[config.mk]
export PLATFORM = sky130hd
export DESIGN_NAME = seq1011_frame_tx_flat
export DESIGN_NICKNAME = d
export VERILOG_FILES = /design/src/rtl/seq1011_pkg.sv /design/src/rtl/seq1011_frame_tx_if.sv /design/src/rtl/seq1011_tx_stuff.sv /design/src/rtl/seq1011_frame_tx.sv /design/src/flat_wrapper.sv
export SDC_FILE = /design/constraint.sdc
export NUM_CORES = 1
export LEC_CHECK = 0
export ABC_AREA = 1
export CAP_MARGIN = 20
export CELL_PAD_IN_SITES_DETAIL_PLACEMENT = 2
export CELL_PAD_IN_SITES_GLOBAL_PLACEMENT = 2
export CORE_UTILIZATION = 32
export CTS_CLUSTER_SIZE = 8
export DETAILED_ROUTE_END_ITERATION = 8
export PLACE_DENSITY = 0.88
export SETUP_SLACK_MARGIN = 0.5
export SYNTH_ARGS = -nofsm -noshare
export SYNTH_HDL_FRONTEND = slang
export SYNTH_HIERARCHICAL = 1
export SYNTH_SLANG_ARGS = --single-unit
export TNS_END_PERCENT = 20
[constraint.sdc]
create_clock -name clk -period 2.15 [get_ports clk]
set_clock_uncertainty 0.1 [all_clocks]
set_input_delay 0.645 -clock clk [delete_from_list [all_inputs] [get_ports clk]]
set_output_delay 0.645 -clock clk [all_outputs]
set_load 0.05 [all_outputs]
[src/rtl/seq1011_pkg.sv]
// rtl/seq1011_pkg.sv - shared constants and state type for the 1011 framing link
//
// Purpose: one place for the sync word and framing constants, so the
// transmitter and the detector agree on them.
// Contents: SYNC_WORD, SYNC_LEN, HIST_INIT, tx_state_e, sync_bit().
package seq1011_pkg;

    localparam logic [3:0] SYNC_WORD = 4'b1011;
    localparam int         SYNC_LEN  = 4;
    // The last three sync bits. After a sync word, the history register
    // holds this value.
    localparam logic [2:0] HIST_INIT = 3'b011;

    typedef enum logic [1:0] {
        IDLE    = 2'd0,
        SYNC    = 2'd1,
        PAYLOAD = 2'd2,
        GUARD   = 2'd3
    } tx_state_e;

    // Returns sync bit number idx. Bits are numbered from 0 and sent MSB first.
    function automatic logic sync_bit(input logic [1:0] idx);
        sync_bit = SYNC_WORD[2'd3 - idx];
    endfunction

endpackage

[src/rtl/seq1011_frame_tx_if.sv]
// rtl/seq1011_frame_tx_if.sv - payload handshake and serial line bundle for seq1011_frame_tx
//
// Purpose: groups the signals of the payload word handshake with the serial
// frame outputs.
// Signals: s_valid, s_ready, s_data[PAYLOAD_W], dout, busy, frame_done.
// Modports: master (the source of payload words), slave (the transmitter).
interface seq1011_frame_tx_if #(
    parameter int PAYLOAD_W = 8
);
    logic                 s_valid;
    logic                 s_ready;
    logic [PAYLOAD_W-1:0] s_data;
    logic                 dout;
    logic                 busy;
    logic                 frame_done;

    modport master (
        output s_valid, s_data,
        input  s_ready, dout, busy, frame_done
    );

    modport slave (
        input  s_valid, s_data,
        output s_ready, dout, busy, frame_done
    );
endinterface

[src/rtl/seq1011_tx_stuff.sv]
// rtl/seq1011_tx_stuff.sv - history of the last three bits and the stuff decision
//
// Purpose: keeps the last three bits sent on the line. It raises stuff_now
// when those bits are 101, because one more 1 after them would form 1011.
// The module is compiled only when SEQ1011_TX_STUFF_EN is defined.
// Ports: clk, rst (synchronous, active-high), load_init (load HIST_INIT),
//        shift_en/bit_in (shift one sent bit in), stuff_now (out).
`ifdef SEQ1011_TX_STUFF_EN
module seq1011_tx_stuff
    import seq1011_pkg::*;
(
    input  logic clk,
    input  logic rst,
    input  logic load_init,
    input  logic shift_en,
    input  logic bit_in,
    output logic stuff_now
);

    logic [2:0] hist;

    always_ff @(posedge clk) begin
        if (rst) begin
            hist <= 3'b000;
        end else if (load_init) begin
            hist <= HIST_INIT;
        end else if (shift_en) begin
            hist <= {hist[1:0], bit_in};
        end
    end

    // History matches the first three sync bits (101). Sending a 0 now
    // breaks up any 1011 that could form outside the sync word.
    assign stuff_now = (hist == SYNC_WORD[3:1]);

endmodule
`endif

[src/rtl/seq1011_frame_tx.sv]
// rtl/seq1011_frame_tx.sv - serial frame transmitter: sync 1011, stuffed payload, guard 0
//
// Purpose: accepts one PAYLOAD_W-bit word per frame. It sends the sync word
// 1011, then the payload MSB first, then one guard 0. With
// SEQ1011_TX_STUFF_EN defined, a 0 is inserted whenever the last three
// bits sent are 101, so 1011 appears only in the sync word. Without the
// macro, the payload is sent raw.
// Ports: clk, rst (synchronous, active-high),
//        bus (seq1011_frame_tx_if.slave): s_valid/s_ready/s_data in,
//        dout (registered serial line), busy, frame_done (pulse on the guard bit).
module seq1011_frame_tx
    import seq1011_pkg::*;
#(
    parameter int PAYLOAD_W = 8
) (
    input  logic               clk,
    input  logic               rst,
    seq1011_frame_tx_if.slave  bus
);

    localparam int                CNT_W    = $clog2(PAYLOAD_W + 1);
    localparam logic [CNT_W-1:0]  LAST_CNT = CNT_W'(PAYLOAD_W);

    // 'state' is the phase of the bit that dout is carrying now.
    tx_state_e            state;
    logic [PAYLOAD_W-1:0] shreg;
    logic [CNT_W-1:0]     bit_cnt;   // payload bits consumed; stuffed bits are not counted
    logic [2:0]           sync_cnt;  // sync bits already sent
    logic                 dout_q;
    logic                 busy_q;
    logic                 done_q;

    logic                 s_ready;
    logic                 xfer;
    logic                 emit;
    logic                 stuff_now;
    logic                 next_bit;

    assign s_ready = !rst && (state == IDLE || state == GUARD);
    assign xfer    = bus.s_valid && s_ready;

    // emit is high at every edge that puts a payload slot on the line. A
    // payload slot is either a payload bit or a stuffed 0. The first slot
    // follows the fourth sync bit.
    assign emit = (state == SYNC && sync_cnt == 3'(SYNC_LEN)) ||
                  (state == PAYLOAD && bit_cnt != LAST_CNT);

    assign next_bit = stuff_now ? 1'b0 : shreg[PAYLOAD_W-1];

`ifdef SEQ1011_TX_STUFF_EN
    logic load_init;

    // The history is loaded while the last sync bit is sent. The first
    // payload decision then sees HIST_INIT.
    assign load_init = (state == SYNC) && (sync_cnt == 3'(SYNC_LEN - 1));

    seq1011_tx_stuff u_stuff (
        .clk       (clk),
        .rst       (rst),
        .load_init (load_init),
        .shift_en  (emit),
        .bit_in    (next_bit),
        .stuff_now (stuff_now)
    );
`else
    assign stuff_now = 1'b0;
`endif

    always_ff @(posedge clk) begin
        if (rst) begin
            state    <= IDLE;
            shreg    <= '0;
            bit_cnt  <= '0;
            sync_cnt <= '0;
            dout_q   <= 1'b0;
            busy_q   <= 1'b0;
            done_q   <= 1'b0;
        end else begin
            done_q <= 1'b0;
            case (state)
                IDLE, GUARD: begin
                    // A word accepted during the guard cycle starts the next
                    // sync word straight away, with no idle gap.
                    if (xfer) begin
                        shreg    <= bus.s_data;
                        bit_cnt  <= '0;
                        sync_cnt <= 3'd1;
                        dout_q   <= SYNC_WORD[3];
                        busy_q   <= 1'b1;
                        state    <= SYNC;
                    end else begin
                        dout_q <= 1'b0;
                        busy_q <= 1'b0;
                        state  <= IDLE;
                    end
                end
                SYNC: begin
                    if (sync_cnt != 3'(SYNC_LEN)) begin
                        dout_q   <= sync_bit(sync_cnt[1:0]);
                        sync_cnt <= sync_cnt + 3'd1;
                    end else begin
                        state <= PAYLOAD;
                    end
                end
                PAYLOAD: begin
                    if (bit_cnt == LAST_CNT) begin
                        dout_q <= 1'b0;
                        done_q <= 1'b1;
                        state  <= GUARD;
                    end
                end
                default: begin
                    state <= IDLE;
                end
            endcase

            if (emit) begin
                dout_q <= next_bit;
                if (!stuff_now) begin
                    shreg   <= shreg << 1;
                    bit_cnt <= bit_cnt + CNT_W'(1);
                end
            end
        end
    end

    assign bus.s_ready    = s_ready;
    assign bus.dout       = dout_q;
    assign bus.busy       = busy_q;
    assign bus.frame_done = done_q;

endmodule

[src/flat_wrapper.sv]
// flat-port wrapper written by rule: the top's interface ports become plain ports
module seq1011_frame_tx_flat import seq1011_pkg::*;
#(
    parameter int PAYLOAD_W = 8
)
  (clk, rst, bus_s_valid, bus_s_data, bus_s_ready, bus_dout, bus_busy, bus_frame_done);
  seq1011_frame_tx_if #(.PAYLOAD_W(PAYLOAD_W)) bus_i ();
  input  logic clk;
  input  logic rst;
  input wire logic [$bits(bus_i.s_valid)-1:0] bus_s_valid;
  input wire logic [$bits(bus_i.s_data)-1:0] bus_s_data;
  output wire logic [$bits(bus_i.s_ready)-1:0] bus_s_ready;
  output wire logic [$bits(bus_i.dout)-1:0] bus_dout;
  output wire logic [$bits(bus_i.busy)-1:0] bus_busy;
  output wire logic [$bits(bus_i.frame_done)-1:0] bus_frame_done;
  assign bus_i.s_valid = bus_s_valid;
  assign bus_i.s_data = bus_s_data;
  assign bus_s_ready = bus_i.s_ready;
  assign bus_dout = bus_i.dout;
  assign bus_busy = bus_i.busy;
  assign bus_frame_done = bus_i.frame_done;
  seq1011_frame_tx #(.PAYLOAD_W(PAYLOAD_W)) u_core (.clk(clk), .rst(rst), .bus(bus_i));
endmodule
# Yosys cells after proc, flatten, opt, wreduce, memory -nomap -nowiden

Index checks and enable logic that the tools add are counted.

Output and inout bits: 4
Memories: 0
Latch bits: 0
Register bits: 20
ROM bits: 0
Memory bits (writable): 0
Input bits: 11

Add/sub/neg operators: 3
Reduce and logical (&&, ||, !) cells: 19
Multipliers: 0
Bitwise operators: 1
Multiplexer cells: 21
Eq/ne operators: 13
Div/mod/pow operators: 0
$lt $le $gt $ge: 1
Shift-type cells: 0

Operators by type and width:

| kind                                                  | count |
|---|---|
| two-way mux 8 bit                                     | 3 |
| two-way mux 4 bit                                     | 3 |
| AND reduction 2 bit                                   | 4 |
| two-way mux 1 bit                                     | 7 |
| two-way mux 3 bit                                     | 2 |
| inequality test 2 bit, second input constant          | 3 |
| inequality test 3 x 2 -> 1 bit, second input constant | 2 |
| one-hot mux 2 bit (3 select lines)                    | 1 |
| one-hot mux 3 bit (2 select lines)                    | 1 |
| nonzero test 2 bit                                    | 3 |
| OR reduction 2 bit                                    | 3 |
| adder 4 x 1 -> 4 bit, second input constant           | 1 |
| equality test 2 bit, second input constant            | 2 |
| equality test 4 bit, second input constant            | 1 |
| logical AND 1 bit                                     | 4 |
| two-way mux 2 bit                                     | 2 |
| inequality test 4 bit, second input constant          | 1 |
| adder 3 x 1 -> 3 bit, second input constant           | 1 |
| equality test 3 bit, second input constant            | 1 |
| < comparator 2 x 3 -> 1 bit, second input constant    | 1 |
| inequality test 3 bit, second input constant          | 1 |
| one-hot mux 1 bit (3 select lines)                    | 1 |
| AND reduction 3 bit                                   | 1 |
| binary-select mux 1 bit (select 2 bit)                | 1 |
| 7 further kinds                                       | 8 |

# Logic depth before layout (Yosys ltp)

Word-level depth: 7
Gate-level depth with buffers: 9
Mapped depth without buffers: 9

# Worst setup path before layout

Ideal clock, no wire load.

Path kind: reg2out
Start: register u_core.state[0]
End: output bus_s_ready
Stages on the path, launching flop included: 6
Required time: 1.405 ns
Arrival time: 1.622 ns
Path buffers: 1
Setup slack: -0.217 ns
Cells stage by stage: dfxtp_1 -> inv_1 -> ha_1 -> buf_4 -> inv_1 -> nor2_1

Word-level cells in the longest chain between the ends: 3

RTL lines:

| item                                                     | line                   | source |
|---|---|---|
| start, declared                                          | seq1011_frame_tx.sv:25 | `tx_state_e state;` |
| start signal, assigned                                   | seq1011_frame_tx.sv:71 | `state <= IDLE;` |
| start signal, assigned                                   | seq1011_frame_tx.sv:90 | `state <= SYNC;` |
| start signal, assigned                                   | seq1011_frame_tx.sv:94 | `state <= IDLE;` |
| equality test 2 bit or logical NOT 2 bit (tied branches) | seq1011_frame_tx.sv:39 | `assign s_ready = !rst && (state == IDLE \|\| state == GUARD);` |
| logical OR 1 bit (*)                                     | seq1011_frame_tx.sv:39 |  |
| logical AND 1 bit (*)                                    | seq1011_frame_tx.sv:39 |  |
| end, declared                                            | flat_wrapper.sv:12     | `output wire logic [$bits(bus_i.s_ready)-1:0] bus_s_ready;` |

Mark *: on every way between the ends. The rest lies on a longest branch, timed or not.

# Final worst setup path

Ends and elaborated chain as after synthesis.

==> impl_metrics.json <==
{
  "drt-wirelength-per-cell_um": 20.2,
  "overflow": 0,
  "crit_path_cell_trace": "inv_2 -> ha_4 -> inv_4 -> nor2_4 -> buf_12",
  "syn_inst": 161,
  "antenna_cells": 0,
  "synth_cell_type_count": 22,
  "sequentialPowerShare": 0.323,
  "h-tree-depth": 1,
  "path_class": "flop to output port",
  "swShare": 0.355,
  "firstDrtPassIters": 4,
  "syn_nets": 179,
  "antenna_found_initial": 0,
  "finalNetCount": 209,
  "drc": 0,
  "slowest_delay_ps": 340,
  "hold_class": "flop to flop",
  "multiInputGateArea_sq_um": 786,
  "synth_seq_cells": 20,
  "vias": 1269,
  "slew-limit-headroom": 0.759,
  "ir_worst_vdd_uv": 255,
  "cts_tree": "done",
  "num_rows": 22,
  "fin_crit_sh": 0.906,
  "synth_warnings": 6,
  "fin_setup_tns_ps": 0,
  "grt_pass1_wl_um": 6780,
  "arrival_ps": 1200,
  "synth_area_sq_mm": 0.00126,
  "io_buffers": 14,
  "p_sw_mw": 0.483,
  "p_per_area_mw_per_mm2": 791,
  "synth_top_cell_by_area": "dfxtp_1",
  "drv_slew": 0,
  "dp_slack_ps": -127,
  "critPathSlowestCell": "dfxtp_2",
  "holdBufCountCts": 0,
  "drtIter0Drc": 53,
  "crit_path_max_fanout": 2,
  "final_cell_mix": "nand2_1, nand4_1, inv_1, dfxtp_1, buf_4",
  "clk_pin_slew_ps": 90,
  "grt_setup_unrepaired": "yes",
  "synth_top_area_share": 0.318,
  "fin_crit_ps": 1950,
  "ctsLongestPathBuffers": 2,
  "final_common_cell": "nand2_1",
  "die_w_um": 64.7,
  "comb_power_share": 0.383,
  "syn2layout_area_growth_pct": 36.7,
  "ys_seq_area_frac": 0.318,
  "drv_cap": 0,
  "cts_buffers": 3,
  "fin_ws_ps": 201,
  "setup_viol": 0,
  "floorplan.initialDensity": 0.339,
  "grtUsageTotal": 0.219,
  "power_mw": 1.36,
  "avgSynthCellArea_sq_um": 7.82,
  "end_kind": "output port",
  "crit_buf_inv": 3,
  "drive_gt1_frac": 0.368,
  "power.internal_mw": 0.879,
  "p_clk_frac": 0.294,
  "fp.dieH_um": 64.7,
  "clock.fmax_mhz": 513,
  "start_kind": "flop",
  "fin_util": 0.463,
  "clk_latency_ps": 270,
  "register_area_sq_um": 404,
  "viasPerCell": 5.33,
  "critPathTopFamily": "flip-flops",
  "core_sq_mm": 0.00372,
  "cts-root-buf": "clkbuf_8",
  "drt_wl_total_um": 4810,
  "grt_pass1_vias": 1374,
  "synth_area_leaders": "dfxtp_1, nand4_1, nand2_1, ha_1, a21oi_2",
  "grt_max_degree": 24,
  "required_ps": 1400,
  "p_leak_nw": 0.672,
  "ant_nets": 0,
  "tightest_slew_ps": 362,
  "place_hpwl_um": 2700,
  "clock-sinks": 20,
  "fillers": 420,
  "die_area_sq_mm": 0.00419,
  "status": "finished, final reports clean",
  "globalplace.congestion": 0.737,
  "boundaryPins": 15,
  "hold_viol_final": 0
}
[cell families after synthesis]
family | synth area share
AND/OR/NAND/NOR | 0.344
buffers and inverters | 0.143
AO/OA/AOI/OAI | 0.125
flip-flops | 0.318
adder cells (fa/ha/maj) | 0.0696
[power groups by stage]
stage | combinational [mW] | sequential, mW | clock [mW]
final | 0.522 | 0.440 | 0.400
after global routing | 0.562 | 0.443 | 0.424
after CTS | 0.455 | 0.437 | 0.402
after detailed placement | 0.400 | 0.446 | 0
after global placement | 0.372 | 0.442 | 0
after floorplan | 0.287 | 0.457 | 0
[layout make-up]
| class | count | share of cell area |
|---|---|---|
| timing repair buffer | 31 | 0.180 |
| multi-input combinational | 112 | 0.457 |
| tap | 48 | 0.0349 |
| sequential | 20 | 0.235 |
| clock buffer | 3 | 0.0240 |
| clock inverter | 1 | 0.0175 |
| inverter | 23 | 0.0516 |
[per-stage QoR]
step	cell area, sq um	hold WS (ps)	cells
4_1_cts	1600	383	230
5_1_grt	1720	419	238
2_1_floorplan	1300	352	161
3_3_place_gp	1470	361	221
6_report	1720	375	238
3_5_place_dp	1470	370	221
[state kept, by name (all words and copies together) (netlist names)]
| register | cells |
|---|---|
| u_core/bit_cnt | 4 |
| u_core/state | 2 |
| u_core/bus.dout | 1 |
| u_core/sync_cnt | 3 |
| u_core/bus.frame_done | 1 |
| u_core/shreg | 8 |
| u_core/bus.busy | 1 |
[layer usage]
metal,up-vias,GRT usage,wire (um)
met5,-,0,0
met4,0,0.0833,81
met3,6,0.0335,145
met2,30,0.382,2520
met1,633,0.267,2060
li1,600,-,-
[path summary, 6_finish.rpt]
check	startpoint	end	slack [ps]	cells past startpoint
max	u_core/state[0]	bus_s_ready	200	5
min	u_core/bus.busy	u_core/bus.busy	380	2
max reg2reg	u_core/state[0]	u_core/shreg[0]	430	9
min reg2reg	u_core/bus.busy	u_core/bus.busy	380	2
[cells in the mapped netlist]
master / n
a21oi_1: 8
a21oi_2: 9
a31oi_1: 1
buf_2: 3
buf_4: 4
buf_6: 3
buf_8: 1
dfxtp_1: 20
ha_1: 7
inv_1: 19
inv_2: 4
nand2_1: 25
nand2_2: 7
nand2_4: 3
nand3_1: 12
nand3_2: 2
nand3_4: 2
nand4_1: 18
nor2_1: 5
nor3_1: 3
o21ai_0: 3
o21ai_2: 2
[tightest hold or removal path, cell delays in order (launching register included)]
cell	delay (ps)
dfxtp_1	320
nand3_1	80
nand2_1	40
[timing repair]
item,in CTS,in global routing
buffers inserted,5,3
endpoints found under the hold margin,0,0
pin swaps,5,3
endpoints found under the setup margin,19,19
gates resized for setup,12,7
gates cloned,0,5
Power figures use the tool's default switching activity.
